===== src/rtl/mem_access_pkg.sv =====
// Shared types and sizing helpers for the memory-stage access unit.
//   state_t        : access sequencer states
//   LANE_BYTES     : byte stride between consecutive elements (default geometry)
//   LANE_IDX_W     : lane counter width (default geometry)
//   lane_bytes()   : byte stride for an arbitrary element width
//   lane_idx_w()   : lane counter width for an arbitrary lane count (min 1)
package mem_access_pkg;

    typedef enum logic [1:0] {
        IDLE   = 2'd0,
        ISSUE  = 2'd1,
        WAIT_R = 2'd2,
        DONE   = 2'd3
    } state_t;

    function automatic int unsigned lane_bytes(input int unsigned data_w);
        return data_w / 8;
    endfunction

    function automatic int unsigned lane_idx_w(input int unsigned lanes);
        return (lanes > 1) ? $clog2(lanes) : 1;
    endfunction

    localparam int unsigned DEF_DATA_W = 32;
    localparam int unsigned DEF_LANES  = 4;
    localparam int unsigned LANE_BYTES = DEF_DATA_W / 8;
    localparam int unsigned LANE_IDX_W = (DEF_LANES > 1) ? $clog2(DEF_LANES) : 1;

endpackage


===== src/rtl/mem_access_unit.sv =====
// Memory-stage responder: splits a scalar or vector load/store into single-word
// data-memory transactions and stalls the pipeline until the access finishes.
// Ports:
//   clk, rst                      : clock, synchronous active-high reset
//   mem_read_i, mem_write_i, vec_i: pipelined control decisions (read wins)
//   addr_i, wdata_i               : base byte address, per-lane store data
//   stall_o                       : combinational pipeline hold
//   rdata_o, rdata_valid_o        : load result and one-cycle completion pulse
//   dmem_*                        : single-word request/grant, read-valid port
module mem_access_unit
    import mem_access_pkg::*;
#(
    parameter int unsigned DATA_W = 32,
    parameter int unsigned ADDR_W = 32,
    parameter int unsigned LANES  = 4
) (
    input  logic                    clk,
    input  logic                    rst,
    input  logic                    mem_read_i,
    input  logic                    mem_write_i,
    input  logic                    vec_i,
    input  logic [ADDR_W-1:0]       addr_i,
    input  logic [LANES*DATA_W-1:0] wdata_i,
    output logic                    stall_o,
    output logic [LANES*DATA_W-1:0] rdata_o,
    output logic                    rdata_valid_o,
    output logic                    dmem_req_o,
    output logic                    dmem_we_o,
    output logic [ADDR_W-1:0]       dmem_addr_o,
    output logic [DATA_W-1:0]       dmem_wdata_o,
    input  logic                    dmem_gnt_i,
    input  logic                    dmem_rvalid_i,
    input  logic [DATA_W-1:0]       dmem_rdata_i
);

    localparam int unsigned LANE_W = lane_idx_w(LANES);
    localparam int unsigned STRIDE = lane_bytes(DATA_W);

    state_t                    state;
    state_t                    state_n;
    logic [LANE_W-1:0]         lane;
    logic                      op_read;
    logic                      is_vec;
    logic [ADDR_W-1:0]         base;
    logic [LANES*DATA_W-1:0]   wbuf;
    logic [LANES*DATA_W-1:0]   rdata_q;
    logic                      lane_last;
    logic [ADDR_W-1:0]         lane_addr;
    logic [DATA_W-1:0]         lane_wdata;

    // Scalar accesses finish after lane 0, vector accesses after LANES-1.
    assign lane_last  = (lane == (is_vec ? LANE_W'(LANES - 1) : '0));
    assign lane_addr  = base + (ADDR_W'(lane) * ADDR_W'(STRIDE));
    assign lane_wdata = wbuf[32'(lane)*DATA_W +: DATA_W];
    assign rdata_o    = rdata_q;

    // State register.
    always_ff @(posedge clk) begin
        if (rst) begin
            state <= IDLE;
        end else begin
            state <= state_n;
        end
    end

    // Next-state logic.
    always_comb begin
        state_n = state;
        case (state)
            IDLE: begin
                if (mem_read_i || mem_write_i) begin
                    state_n = ISSUE;
                end
            end
            ISSUE: begin
                if (dmem_gnt_i) begin
                    if (op_read) begin
                        state_n = WAIT_R;
                    end else if (lane_last) begin
                        state_n = DONE;
                    end
                end
            end
            WAIT_R: begin
                if (dmem_rvalid_i) begin
                    state_n = lane_last ? DONE : ISSUE;
                end
            end
            DONE: state_n = IDLE;
            default: state_n = IDLE;
        endcase
    end

    // Outputs decoded from registered state; only stall looks at live inputs.
    always_comb begin
        stall_o       = ((state == IDLE) && (mem_read_i || mem_write_i))
                        || (state == ISSUE) || (state == WAIT_R);
        dmem_req_o    = (state == ISSUE);
        dmem_we_o     = (state == ISSUE) && !op_read;
        dmem_addr_o   = (state == ISSUE) ? lane_addr  : '0;
        dmem_wdata_o  = (state == ISSUE) ? lane_wdata : '0;
        rdata_valid_o = (state == DONE) && op_read;
    end

    // Request capture, lane sequencing and load-result assembly.
    always_ff @(posedge clk) begin
        if (rst) begin
            lane    <= '0;
            op_read <= 1'b0;
            is_vec  <= 1'b0;
            base    <= '0;
            wbuf    <= '0;
            rdata_q <= '0;
        end else begin
            case (state)
                IDLE: begin
                    if (mem_read_i || mem_write_i) begin
                        op_read <= mem_read_i;
                        is_vec  <= vec_i;
                        base    <= addr_i;
                        wbuf    <= wdata_i;
                        lane    <= '0;
                    end
                end
                ISSUE: begin
                    if (dmem_gnt_i && !op_read && !lane_last) begin
                        lane <= lane + LANE_W'(1);
                    end
                end
                WAIT_R: begin
                    if (dmem_rvalid_i) begin
                        // A scalar load clears the upper lanes.
                        if (is_vec) begin
                            rdata_q[32'(lane)*DATA_W +: DATA_W] <= dmem_rdata_i;
                        end else begin
                            rdata_q <= (LANES*DATA_W)'(dmem_rdata_i);
                        end
                        if (!lane_last) begin
                            lane <= lane + LANE_W'(1);
                        end
                    end
                end
                default: ;
            endcase
        end
    end

endmodule


===== config.mk =====
export PLATFORM = sky130hd
export DESIGN_NAME = mem_access_unit
export DESIGN_NICKNAME = d
export VERILOG_FILES = /design/src/rtl/mem_access_pkg.sv /design/src/rtl/mem_access_unit.sv
export SDC_FILE = /design/constraint.sdc
export NUM_CORES = 1
export LEC_CHECK = 0
export CAP_MARGIN = 20
export CORE_MARGIN = 3
export CORE_UTILIZATION = 40
export DETAILED_ROUTE_END_ITERATION = 8
export GPL_TIMING_DRIVEN = 0
export PLACE_DENSITY = 0.71
export SETUP_SLACK_MARGIN = 0.4
export SYNTH_ARGS = -nofsm -noshare
export SYNTH_HDL_FRONTEND = slang
export SYNTH_SLANG_ARGS = --single-unit

===== constraint.sdc =====
create_clock -name clk -period 5.4 [get_ports clk]
set_input_delay 1.08 -clock clk [delete_from_list [all_inputs] [get_ports clk]]
set_output_delay 1.08 -clock clk [all_outputs]
set_load 0.1 [all_outputs]

==> flow_metrics.env, run 1 <==
export IMPL_p_per_area_nw_per_um2=463
export IMPL_grt_antenna_before_repair=3
export IMPL_cp_end_kind="primary output"
export IMPL_worst_hold_path_type="reg2reg"
export IMPL_nNetsFinal=2040
export IMPL_portBuffers=393
export IMPL_synth_largest_area_cell="dfxtp_1"
export IMPL_cts_tree="done"
export IMPL_cp_cell_sequence="clkbuf_1 -> clkbuf_1 -> mux4_2 -> and2_1 -> clkdlybuf4s50_1"
export IMPL_final_util_pct=60.5
export IMPL_gr_usage_all_layers_pct=27.0
export IMPL_cpMaxStageDelayCell="clkdlybuf4s50_1"
export IMPL_setup_viol=0
export IMPL_ys_top_cells_by_count="nand2_1, dfxtp_1, a21oi_1, nor2_1, a22oi_1"
export IMPL_min_period_ps=4890
export IMPL_cp_data_arrival_time_ps=3810
export IMPL_rsz0062_at_grt="false"
export IMPL_dieArea_um2=31900
export IMPL_grt_pass1_wl_mm=67.1
export IMPL_crit_family="buffers and inverters"
export IMPL_synth_area_um2=11900
export IMPL_hold_viol_final=0
export IMPL_worst_slew_pin_transition_ps=1130
export IMPL_fin_area_um2=17500
export IMPL_drive_gt1_share_pct=5.83
export IMPL_synth_flop_cell="dfxtp_1"
export IMPL_cts_buffers=34
export IMPL_finClkSkew_ps=19.4
export IMPL_crit_type="reg2out"
export IMPL_cts_buffer_depth=3
export IMPL_dr_pass1_iters=5
export IMPL_timing_fmax_mhz=204
export IMPL_hold_buffers=0
export IMPL_drc=0
export IMPL_routabilityCongestion=0.872
export IMPL_first_global_vias=12000
export IMPL_outcome="completed"
export IMPL_cts_sinks=294
export IMPL_ys_ff_latch=294
export IMPL_yosysUniqueCellTypes=47
export IMPL_ys_seq_area_share_pct=49.4
export IMPL_grt_ovfl_total=0
export IMPL_dp_cells=2176
export IMPL_leakagePower_nw=6.42
export IMPL_worstPathMaxFanout=10
export IMPL_dp_hpwl_mm=33.3
export IMPL_maxSlewHeadroom_pct=24.3
export IMPL_drt_total_wl_mm=44.2
export IMPL_num_vias=12000
export IMPL_period_share_pct=90.6
export IMPL_critical_path_required_ps=4320
export IMPL_synth_nets=1609
export IMPL_async_flop_share_pct=0
export IMPL_core_area_um2=29000
export IMPL_synth_area_per_cell_um2=8.52
export IMPL_yosysTopAreaCellShare_pct=49.4
export IMPL_root_buffer="clkbuf_16"
export IMPL_synth_edf_count=0
export IMPL_final_cell_count_no_fill=2240
export IMPL_critPathMostFrequentCell="clkbuf_1"
export IMPL_vias_per_cell=5.36
export IMPL_die_w_um=179
export IMPL_ys_warn_count=0
export IMPL_initial_core_util_pct=41.1
export IMPL_clk_latency_ps=520
export IMPL_path_buf_inv=3
export IMPL_rows=62
export IMPL_cts_setup_buffers=0
export IMPL_peakVddDrop_uv=221
export IMPL_place_area_um2=16300
export IMPL_setup_ws_ps=506
export IMPL_pin_count=395
export IMPL_netlist_instances=1398
export IMPL_dp_slack_ps=-58.4
export IMPL_ant_nets=0
export IMPL_grt_start_max_net_pins=14
export IMPL_post_drt_wl_per_cell_um=19.7
export IMPL_synthTopCellsByArea="dfxtp_1, nand2_1, a22oi_1"
export IMPL_synth_most_common_cell="nand2_1"
export IMPL_drv_slew=0
export IMPL_maxCapViolCount=0
export IMPL_max_stage_delay_ps=1160
export IMPL_startpoint_type="register"
export IMPL_areaGrowthSynthToFinish_pct=47.3
export IMPL_first_iter_violations=874
export IMPL_ctsHtreeMaxLevel=2
export IMPL_die_h_um=179
export IMPL_clk_pin_slew_ps=60
==> worst register-to-register path, delay by kind of cell, from the launching register on <==
| family | cells | cell delay (ps) |
|---|---|---|
| AO/OA/AOI/OAI | 1 | 170 |
| adder cells (fa/ha/maj) | 1 | 390 |
| AND/OR/NAND/NOR | 2 | 580 |
| flip-flops | 1 | 480 |
| buffers and inverters | 5 | 2030 |
==> path summary, 6_finish.rpt <==
check / start / end / cells after the start / slack [ps]
setup / recovery: lane[1] / dmem_wdata_o[26] / 5 / 510
hold reg to reg: wbuf[104] / wbuf[104] / 2 / 450
hold / removal: wbuf[104] / wbuf[104] / 2 / 450
setup reg to reg: lane[1] / rdata_o[100] / 9 / 1680
==> cells by family (layout without fill, tap and decap cells) <==
logic type      Yosys count  in the layout  share of synthesized area, %
compound gates          336            336                          17.2
fa+ha+maj                12             12                          1.32
flops                   294            294                          49.4
buf+inv                 122            577                          4.01
simple gates            586            586                          20.8
xor+xnor                 11             11                         0.808
other cells               0              3                             0
mux                      37             37                          6.47
==> placed cells by master, fill, tap and decap left out, types with 6 or more instances in the layout <==
cell	netlist	routed
nor2_1	143	143
clkbuf_16	0	35
o21ai_0	11	11
nand3_1	9	9
or3_1	9	9
clkdlybuf4s50_1	0	376
and2_1	38	38
clkbuf_2	0	7
nand2_1	339	339
dfxtp_1	294	294
a21oi_1	177	177
clkbuf_1	102	105
clkbuf_8	0	6
ha_1	11	11
nand4_1	7	7
inv_1	9	9
mux4_2	32	32
dlymetal6s2s_1	0	7
xnor2_1	10	10
a22oi_1	128	128
or4_1	7	7
nand2b_1	6	6
==> area by class of cell <==
type | instances | area (um^2)
clock inverters | 15 | 229
repair buffers | 395 | 3930
fillers | 2474 | 11500
well taps | 384 | 480
inverters | 10 | 37.5
multi-input cells | 982 | 5560
flip-flops and latches | 294 | 5890
plain buffers | 112 | 442
diodes | 3 | 7.51
clock buffers | 45 | 973
==> routing by layer <==
layer	GRT usage [%]	vias up	part of all wire [%]
met2	44.2	525	47
met3	8.92	95	9.8
li1	-	5668	-
met1	32.9	5710	40
met4	10.3	0	3.5
met5	0	-	0
==> state kept, by name (all words and copies together) (netlist names) <==
| register | cells |
|---|---|
| is_vec | 1 |
| wbuf | 128 |
| rdata_o | 128 |
| lane | 2 |
| base | 32 |
| op_read | 1 |
| state | 2 |
==> metrics by stage <==
step / setup TNS [ps] / hold slack, ps / total power [mW]
floorplan: 0 / 432 / 4.76
global placement: -26.1 / 439 / 5.65
detailed placement: -58.4 / 446 / 5.71
CTS: 0 / 453 / 8.15
global route: 0 / 470 / 8.50
finish: 0 / 452 / 8.13
==> report_power, final <==
part	internal (mW)	leakage, nW	switching [mW]
clock network	1.52	0.592	0.938
logic	0.903	3.43	2.06
registers	2.48	2.40	0.224
==> repair_timing <==
item / in CTS / in global routing
endpoints found under the setup margin: 10 / 43
gates cloned: 0 / 0
gates resized for setup: 10 / 22
Note: power is estimated with default switching activity, not from simulation.
==> run 2: changes to the inputs <==
--- a/config.mk
+++ b/config.mk
@@ -10,7 +10,7 @@
 export CORE_UTILIZATION = 40
 export DETAILED_ROUTE_END_ITERATION = 8
 export GPL_TIMING_DRIVEN = 0
-export PLACE_DENSITY = 0.71
+export PLACE_DENSITY_LB_ADDON = 0.12
 export SETUP_SLACK_MARGIN = 0.4
 export SYNTH_ARGS = -nofsm -noshare
 export SYNTH_HDL_FRONTEND = slang
==> run 2 against run 1 <==
  * Clock power decreased by 11%
  * Register-to-register slack improved by 90 ps
  * Sequential share of layout area rose by 0.29 points
  * Largest cell class unchanged
  * Largest power group unchanged
  * Sequential power about the same
  * Final cell count barely moved
  * Global-route usage down 0.63 points
  * Combinational power is essentially flat
  * Total power is 3.3% lower
  * Utilization shrank 0.52 points
  * Critical path type unchanged
==> flow_metrics.env, run 2 (synthesis results as in run 1) <==
export IMPL_outcome="completed"
export IMPL_areaGrowthSynthToFinish_pct=46.0
export IMPL_p_sw_mw=3.17
export IMPL_clk_pin_slew_ps=60
export IMPL_dr_pass1_iters=5
export IMPL_pin_count=395
export IMPL_drt_total_wl_mm=43.6
export IMPL_worstPathMaxFanout=10
export IMPL_finalPower_mw=7.86
export IMPL_cts_setup_buffers=0
export IMPL_die_w_um=179
export IMPL_worst_slew_pin_transition_ps=1110
export IMPL_num_vias=11900
export IMPL_comb_power_share_pct=37.7
export IMPL_finClkSkew_ps=11.8
export IMPL_first_global_vias=11800
export IMPL_rsz0062_at_grt="false"
export IMPL_grt_pass1_wl_mm=65.6
export IMPL_initial_core_util_pct=41.1
export IMPL_place_area_um2=16300
export IMPL_ctsHtreeMaxLevel=2
export IMPL_cts_sinks=294
export IMPL_rows=62
export IMPL_min_period_ps=4880
export IMPL_r2r_end="rdata_o[72]"
export IMPL_reg2reg_depth=10
export IMPL_routabilityCongestion=0.861
export IMPL_dieArea_um2=31900
export IMPL_cp_end_kind="primary output"
export IMPL_root_buffer="clkbuf_16"
export IMPL_core_area_um2=29000
export IMPL_r2r_slack_ps=1770
export IMPL_worst_hold_path_type="reg2reg"
export IMPL_critical_path_required_ps=4320
export IMPL_hold_viol_final=0
export IMPL_grt_start_max_net_pins=14
export IMPL_setup_viol=0
export IMPL_cts_buffer_depth=3
export IMPL_cp_data_arrival_time_ps=3800
export IMPL_die_h_um=179
export IMPL_multiInputGateArea_um2=5550
export IMPL_drv_slew=0
export IMPL_crit_type="reg2out"
export IMPL_peakVddDrop_uv=312
export IMPL_leakagePower_nw=6.31
export IMPL_grt_antenna_before_repair=3
export IMPL_final_util_pct=60.0
export IMPL_drc=0
export IMPL_seqCellArea_um2=5890
export IMPL_nNetsFinal=2040
export IMPL_p_seq_share_pct=34.4
export IMPL_drive_gt1_share_pct=5.46
export IMPL_first_iter_violations=727
export IMPL_switching_share_pct=40.4
export IMPL_grt_ovfl_total=0
export IMPL_clk_latency_ps=500
export IMPL_critPathLaunch="state[1]"
export IMPL_cts_buffers=34
export IMPL_intPower_mw=4.68
export IMPL_p_per_area_nw_per_um2=452
export IMPL_fin_area_um2=17400
export IMPL_portBuffers=393
export IMPL_reg2reg_from="lane[1]"
export IMPL_vias_per_cell=5.29
export IMPL_startpoint_type="register"
export IMPL_hold_buffers=0
export IMPL_mostFrequentLayoutCell="clkdlybuf4s50_1"
export IMPL_power_frac_clock_pct=27.9
export IMPL_endpoint="dmem_wdata_o[15]"
export IMPL_dp_hpwl_mm=32.4
export IMPL_fillers=2642
export IMPL_mostFrequentLayoutCells="clkdlybuf4s50_1, nand2_1, dfxtp_1"
export IMPL_period_share_pct=90.3
export IMPL_cts_tree="done"
export IMPL_maxCapViolCount=0
export IMPL_ant_nets=0
export IMPL_gr_usage_all_layers_pct=26.3
export IMPL_maxSlewHeadroom_pct=25.6
export IMPL_timing_fmax_mhz=205
export IMPL_post_drt_wl_per_cell_um=19.5
run 2: cell count changes in the layout (fill, tap and decap cells not counted), sizes merged, moves of 2 or more:
cell,before,now
bufinv,5,1
clkbuf,153,155
clkdlybuf4s50,376,379
clkinvlp,1,3
dlymetal6s2s,7,5
inv,12,10
run 2: how the worst min path moves through the flow:
stage / endpoint / startpoint / cells after the start / slack [ps]
final: wbuf[104] / wbuf[104] / 2 / 450
after global routing: wbuf[81] / wbuf[81] / 2 / 470
after CTS: wbuf[76] / wbuf[76] / 2 / 450
after detailed placement: wbuf[60] / wbuf[60] / 2 / 450
after global placement: wbuf[63] / wbuf[63] / 2 / 440
after floorplan: base[0] / base[0] / 2 / 430
run 2: critical path: stages (launching register included):
cell and delay [ps]:
dfxtp_1 350, inv_1 130, ha_1 380, clkbuf_1 530, clkbuf_1 500, and2_1 210, clkdlybuf4s50_1 1170
run 2: layer usage:
layer / GRT usage (%) / wire (um)
met1: 32.6 / 17800
met2: 43.5 / 20300
met4: 8.57 / 1220
met5: 0 / 17
met3: 8.43 / 4180
run 2: layout make-up:
cell class / instances / share of cell area, %
Tap cell: 384 / 2.76
Buffer: 112 / 2.54
Timing Repair Buffer: 395 / 22.6
Clock buffer: 48 / 5.54
Sequential cell: 294 / 33.8
Clock inverter: 10 / 0.539
Inverter: 10 / 0.216
Multi-Input combinational cell: 982 / 31.9
Antenna cell: 4 / 0.0575
run 2: repair_timing:
item,4_1_cts,5_1_grt
resized for setup,11,17
pin swaps,0,0
endpoints found under the setup margin,9,25
run 2: power groups by stage:
stage | combinational (mW) | clock, mW | sequential [mW]
2_1_floorplan | 1.93 | 0 | 2.84
3_3_place_gp | 2.94 | 0 | 2.73
3_5_place_dp | 2.97 | 0 | 2.74
4_1_cts | 2.97 | 2.22 | 2.70
5_1_grt | 3.19 | 2.32 | 2.74
6_report | 2.96 | 2.20 | 2.70
run 2: stage by stage:
| step | TNS, ps | instances | setup slack [ps] | hold WS [ps] |
|---|---|---|---|---|
| floorplan | 0 | 1398 | 779 | 432 |
| global placement | -110 | 2175 | -110 | 439 |
| detailed placement | -87.1 | 2176 | -87.1 | 446 |
| CTS | 0 | 2234 | 447 | 453 |
| global route | 0 | 2237 | 410 | 465 |
| finish | 0 | 2239 | 524 | 453 |
